<file path="config.mk">
export PLATFORM = sky130hd
export DESIGN_NAME = multicycle_alu
export DESIGN_NICKNAME = d
export VERILOG_FILES = /design/src/rtl/multicycle_alu.sv
export SDC_FILE = /design/constraint.sdc
export NUM_CORES = 1
export LEC_CHECK = 0
export ABC_AREA = 1
export BUFFER_PORTS_ARGS = -buffer_cell sky130_fd_sc_hd__buf_2
export CORE_ASPECT_RATIO = 1.75
export CORE_UTILIZATION = 54
export DETAILED_ROUTE_END_ITERATION = 10
export PLACE_DENSITY = 0.75
export RECOVER_POWER = 100
export SLEW_MARGIN = 20
export SYNTH_ARGS = -nofsm -noshare
export SYNTH_HDL_FRONTEND = slang
export SYNTH_SLANG_ARGS = --single-unit
</file>
<file path="constraint.sdc">
create_clock -name clk -period 3.6 [get_ports clk]
set_clock_uncertainty 0.05 [all_clocks]
set_input_delay 0.72 -clock clk [delete_from_list [all_inputs] [get_ports clk]]
set_output_delay 0.72 -clock clk [all_outputs]
set_load 0.02 [all_outputs]
</file>
<file path="src/rtl/multicycle_alu.sv">
// Handshaked ALU: add/sub/logic in one cycle, shifts and rotates one bit per cycle.
// Latency: 1 edge for single-cycle and reserved ops, 1 + shamt edges for shifts/rotates.
// Backpressure: result is held in HOLD until out_ready; in_ready is low while shifting.
module multicycle_alu #(
  parameter int WIDTH = 8,
  localparam int SHW = $clog2(WIDTH)
) (
  input  logic             clk,
  input  logic             rst,
  input  logic             in_valid,
  output logic             in_ready,
  input  logic [3:0]       op,
  input  logic [WIDTH-1:0] a,
  input  logic [WIDTH-1:0] b,
  input  logic [SHW-1:0]   shamt,
  output logic             out_valid,
  input  logic             out_ready,
  output logic [WIDTH-1:0] result,
  output logic             flag_z,
  output logic             flag_n,
  output logic             flag_c,
  output logic             flag_v,
  output logic             err,
  output logic             busy
);

  localparam logic [3:0] OP_ADD = 4'd0;
  localparam logic [3:0] OP_SUB = 4'd1;
  localparam logic [3:0] OP_AND = 4'd2;
  localparam logic [3:0] OP_OR  = 4'd3;
  localparam logic [3:0] OP_XOR = 4'd4;
  localparam logic [3:0] OP_NOT = 4'd5;
  localparam logic [3:0] OP_SHL = 4'd6;
  localparam logic [3:0] OP_SHR = 4'd7;
  localparam logic [3:0] OP_ASR = 4'd8;
  localparam logic [3:0] OP_ROR = 4'd9;
  localparam logic [3:0] OP_ROL = 4'd10;

  localparam int MSB = WIDTH - 1;

  typedef enum logic [1:0] {S_IDLE, S_SHIFT, S_HOLD} state_t;

  state_t           r_state;
  state_t           w_next_state;

  logic [WIDTH-1:0] r_result;
  logic             r_z;
  logic             r_n;
  logic             r_c;
  logic             r_v;
  logic             r_err;
  logic [WIDTH-1:0] r_work;
  logic [SHW-1:0]   r_cnt;
  logic [3:0]       r_shop;

  logic             w_in_ready;
  logic             w_accept;
  logic             w_shift_done;
  logic             w_is_shift;
  logic             w_start_shift;
  logic [WIDTH:0]   w_sum;
  logic [WIDTH:0]   w_diff;
  logic [WIDTH-1:0] w_alu_res;
  logic             w_alu_c;
  logic             w_alu_v;
  logic             w_alu_err;
  logic [WIDTH-1:0] w_step_res;
  logic             w_step_c;

  assign w_is_shift    = (op >= OP_SHL) && (op <= OP_ROL);
  // A zero-amount shift is just a pass-through of a, so it takes the single-cycle path.
  assign w_start_shift = w_is_shift && (shamt != '0);

  assign w_sum  = {1'b0, a} + {1'b0, b};
  assign w_diff = {1'b0, a} + {1'b0, ~b} + (WIDTH+1)'(1);

  // State register.
  always_ff @(posedge clk) begin
    if (rst) r_state <= S_IDLE;
    else     r_state <= w_next_state;
  end

  // Next state and handshake: HOLD can hand off straight into a new op with no bubble.
  always_comb begin
    w_next_state = r_state;
    w_in_ready   = 1'b0;
    w_shift_done = 1'b0;
    case (r_state)
      S_IDLE:  w_in_ready = 1'b1;
      S_SHIFT: begin
        if (r_cnt == SHW'(1)) begin
          w_shift_done = 1'b1;
          w_next_state = S_HOLD;
        end
      end
      S_HOLD: begin
        w_in_ready = out_ready;
        if (out_ready) w_next_state = S_IDLE;
      end
      default: w_next_state = S_IDLE;
    endcase
    w_accept = in_valid & w_in_ready;
    if (w_accept) w_next_state = w_start_shift ? S_SHIFT : S_HOLD;
  end

  // Single-cycle result and carry/overflow for ops finishing on the accepting edge.
  always_comb begin
    w_alu_res = '0;
    w_alu_c   = 1'b0;
    w_alu_v   = 1'b0;
    w_alu_err = 1'b0;
    case (op)
      OP_ADD: begin
        w_alu_res = w_sum[MSB:0];
        w_alu_c   = w_sum[WIDTH];
        w_alu_v   = (a[MSB] == b[MSB]) && (w_sum[MSB] != a[MSB]);
      end
      OP_SUB: begin
        w_alu_res = w_diff[MSB:0];
        w_alu_c   = w_diff[WIDTH];
        w_alu_v   = (a[MSB] != b[MSB]) && (w_diff[MSB] != a[MSB]);
      end
      OP_AND: w_alu_res = a & b;
      OP_OR:  w_alu_res = a | b;
      OP_XOR: w_alu_res = a ^ b;
      OP_NOT: w_alu_res = ~a;
      OP_SHL, OP_SHR, OP_ASR, OP_ROR, OP_ROL: w_alu_res = a;
      default: w_alu_err = 1'b1;
    endcase
  end

  // One-position shift/rotate of the working register; carry is the bit leaving it.
  always_comb begin
    w_step_res = r_work;
    w_step_c   = 1'b0;
    case (r_shop)
      OP_SHL: begin
        w_step_res = {r_work[MSB-1:0], 1'b0};
        w_step_c   = r_work[MSB];
      end
      OP_SHR: begin
        w_step_res = {1'b0, r_work[MSB:1]};
        w_step_c   = r_work[0];
      end
      OP_ASR: begin
        w_step_res = {r_work[MSB], r_work[MSB:1]};
        w_step_c   = r_work[0];
      end
      OP_ROR: begin
        w_step_res = {r_work[0], r_work[MSB:1]};
        w_step_c   = r_work[0];
      end
      OP_ROL: begin
        w_step_res = {r_work[MSB-1:0], r_work[MSB]};
        w_step_c   = r_work[MSB];
      end
      default: begin
        w_step_res = r_work;
        w_step_c   = 1'b0;
      end
    endcase
  end

  // Datapath: result/flags only change on the edge that enters HOLD.
  always_ff @(posedge clk) begin
    if (rst) begin
      r_result <= '0;
      r_z      <= 1'b0;
      r_n      <= 1'b0;
      r_c      <= 1'b0;
      r_v      <= 1'b0;
      r_err    <= 1'b0;
      r_work   <= '0;
      r_cnt    <= '0;
      r_shop   <= '0;
    end else if (w_accept) begin
      if (w_start_shift) begin
        r_work <= a;
        r_cnt  <= shamt;
        r_shop <= op;
      end else begin
        r_result <= w_alu_res;
        r_z      <= (w_alu_res == '0);
        r_n      <= w_alu_res[MSB];
        r_c      <= w_alu_c;
        r_v      <= w_alu_v;
        r_err    <= w_alu_err;
      end
    end else if (r_state == S_SHIFT) begin
      r_work <= w_step_res;
      r_cnt  <= r_cnt - SHW'(1);
      if (w_shift_done) begin
        r_result <= w_step_res;
        r_z      <= (w_step_res == '0);
        r_n      <= w_step_res[MSB];
        r_c      <= w_step_c;
        r_v      <= 1'b0;
        r_err    <= 1'b0;
      end
    end
  end

  assign in_ready  = w_in_ready;
  assign out_valid = (r_state == S_HOLD);
  assign busy      = (r_state == S_SHIFT);
  assign result    = r_result;
  assign flag_z    = r_z;
  assign flag_n    = r_n;
  assign flag_c    = r_c;
  assign flag_v    = r_v;
  assign err       = r_err;

endmodule

</file>
==> summary.md <==
| Metric | Value |
|---|---|
| CORE AREA | `0.00563 mm^2` |
| Post-Syn Instances | `533` |
| # diodes | `0` |
| Post-synth ARST share | `0%` |
| Maximum root-to-sink buffer count | `2` |
| Die Area | `0.00627 mm^2` |
| Worst path arrival time | `3.04 ns` |
| # DRC | `0` |
| Critical Path End Type | `flip-flop` |
| Number of global-route vias before repair | `3,475` |
| Ys Warns | `0` |
| Largest cells by area after synthesis | `dfxtp_1 (18%), nand2_1 (16%), ha_1 (10%)` |
| DIE HEIGHT | `roughly 100 um` |
| Post-synthesis cell type count | `43` |
| Share of cells above drive strength 1 | `12.6%` |
| Via count | `3,546` |
| WL per Instance | `between 10 and 15 um` |
| Synthesized area per cell | `6.03 um^2` |
| Seq/Total Area, Yosys | `between 10% and 20%` |
| Routed wire length | `roughly 9500 um` |
| Fillers | `624` |
| Area of the multi-input gates | `between 0.002 and 0.0025 mm^2` |
| DIE WIDTH | `60.3 um` |
| Setup crit start kind | `input pin` |
| Slew @ Worst Pin | `~0.76 ns` |
| Total Neg Setup Slack | `0 ns` |
| Final setup fails | `0` |
| Gp weighted congestion | `roughly 0.99` |
| ANT nets after route | `0` |
| GRT overflow | `0` |
| Count leader, synth | `nand2_1` |
| Max-Slew Margin vs Limit | `49.4%` |
| Power Density | `313 mW/mm^2` |
| Pre-CTS setup slack | `0.905 ns` |
| Number of synthesized flops with an enable pin | `0` |
| Row count | `36` |
| Final Max Tran Viols | `0` |
| Syn-to-layout area delta | `6.62%` |
| Worst Path Required | `3.71 ns` |
| Most frequent cells after synthesis | `nand2_1 (140), inv_1 (72), nand3_1 (53)` |
| Port buffer count | `42` |
| Fin nets | `625` |
| Fmax | `0.341 GHz` |
| Clock-pin slew on the worst setup and hold paths | `0.07 ns` |
| Dominant synthesized flop cell | `dfxtp_1` |
| Lkg Pwr | `approximately 1.7 nW` |
| I/O Pins | `43` |
| Maximum VDD drop | `roughly 0.12 mV` |
| Post-synth top area cell | `dfxtp_1` |
| CTS tree | `done` |
| Initial Util | `about 57%` |
| CP bufs+invs | `3` |
| Dpl hpwl | `7660 um` |
| DRT iter0 DRCs | `~200` |
| Num CTS Buffers | `5` |
| Register bit total from synthesis | `29` |
| Total track usage | `32.1%` |
| Part of the cycle the worst path needs | `81.5%` |
| Max cap viols | `0` |
| CP most frequent cell | `nand2_1` |
| Crit Path Class | `in2reg` |
| Final setup margin | `0.666 ns` |
| Pin count of the biggest net entering global routing | `22` |
| Clock Sinks | `29` |
| Crit-path max FO | `17` |
| Fin. Hold Viols | `0` |
| Post-cts resize count | `0` |
| CP top delay family | `simple AND/OR/NAND/NOR gates` |
| Cts hold-fix bufs | `0` |
| Vias per cell | `~5.5` |
| Clk_lat worst skew | `~0.28 ns` |
| Initial antenna violation count | `0` |
| Clock Tree Root | `clkbuf_8` |
| First-pass GRT wire length | `15,400 um` |
| RSZ-0062 raised after global routing | `false` |
| Slowest cell on crit path | `nor2_1` |
| Synth Cell Area | `about 0.0032 mm^2` |
| Syn_nets | `588` |
| Hold_ws | `between 0.4 and 0.5 ns` |
| Worst-path cell chain | `clkbuf_1, nand2_1, nand3_1, nand2_1, nand2_4, nand2_1, inv_6, nor2_1, inv_4, o21ai_0, a21oi_2` |
| Status | `completed` |
| Min Tclk post-route | `2.93 ns` |
| Slowest stage delay, CP | `between 0.5 and 0.6 ns` |
| Post-CTS repair timing setup buffer count | `0` |
| Hold crit path type | `reg2reg` |
| Synth top area share | `18.1%` |
| H-Tree Depth | `2` |
| FF+latch area | `581 um^2` |
| First drt pass iteration count | `5` |
## stage by stage
step	instance area, um^2	cells	total power, W	utilization (%)
floorplan	3210	533	0.000714	-
global placement	3440	639	0.000827	61.0
detailed placement	3440	639	0.000831	61.0
CTS	3520	647	0.00109	62.5
global route	3430	647	0.00114	60.8
finish	3430	647	0.00107	60.8
## metal layers
layer | GRT usage (%) | vias up | wire length (um)
met5 | 0 | - | 0
met4 | 23.3 | 0 | 587
met3 | 3.23 | 42 | 370
met2 | 56.8 | 126 | 5070
met1 | 32.3 | 1588 | 3470
li1 | - | 1790 | -
## tightest hold or removal path, cell delays in order, from the launching register on
cell and delay, ns:
dfxtp_1 0.31, nand2_1 0.06, a21oi_1 0.06
## sequential cells by signal, indices dropped and copies added (netlist names)
register	flops
r_shop	4
err	1
r_cnt	3
r_state	2
flag_c	1
flag_v	1
flag_z	1
result	8
r_work	8
## final timing paths
kind,start,endpoint,slack (ns),depth (start not counted)
max reg2reg,r_state[0],result[2],1.37,8
min reg2reg,result[1],result[1],0.42,2
max,op[1],result[2],0.67,11
min,result[1],result[1],0.42,2
## power by group
part / switching [W] / internal (W) / total [W]
clock: 0.000124 / 0.000134 / 0.000258
sequential: 0.0000288 / 0.000354 / 0.000383
combinational: 0.000296 / 0.000136 / 0.000432
## cell type report
class                           count  area share (%)
Clock inverter                      2           0.292
Multi-Input combinational cell    407            62.7
Inverter                           84            9.46
Tap cell                           76            2.78
Sequential cell                    29            16.9
Clock buffer                        6            2.12
Timing Repair Buffer               43            5.73
## cells by family (layout without fill, tap and decap cells)
kind of cell	count (synthesis)	count (layout)	synth area share, %
flops	29	29	18.1
xor+xnor	1	1	0.273
simple gates	278	278	39.4
buf+inv	97	135	12.9
compound gates	100	100	18.1
fa+ha+maj	28	28	11.4
## layout by cell type, fill, tap and decap left out, drive strengths merged
cell,netlist,layout
a21oi,48,48
a221oi,2,2
a31oi,3,3
and3,1,1
buf,10,26
clkbuf,3,23
clkinv,1,3
dfxtp,29,29
fa,2,2
ha,26,26
inv,83,83
nand2,149,149
nand3,57,57
nand3b,1,1
nand4,6,6
nor2,59,59
nor3,3,3
o211ai,1,1
o21ai,42,42
o21bai,1,1
o221ai,1,1
o22ai,2,2
or2,2,2
xor2,1,1
Note: power is estimated with default switching activity, not from simulation.
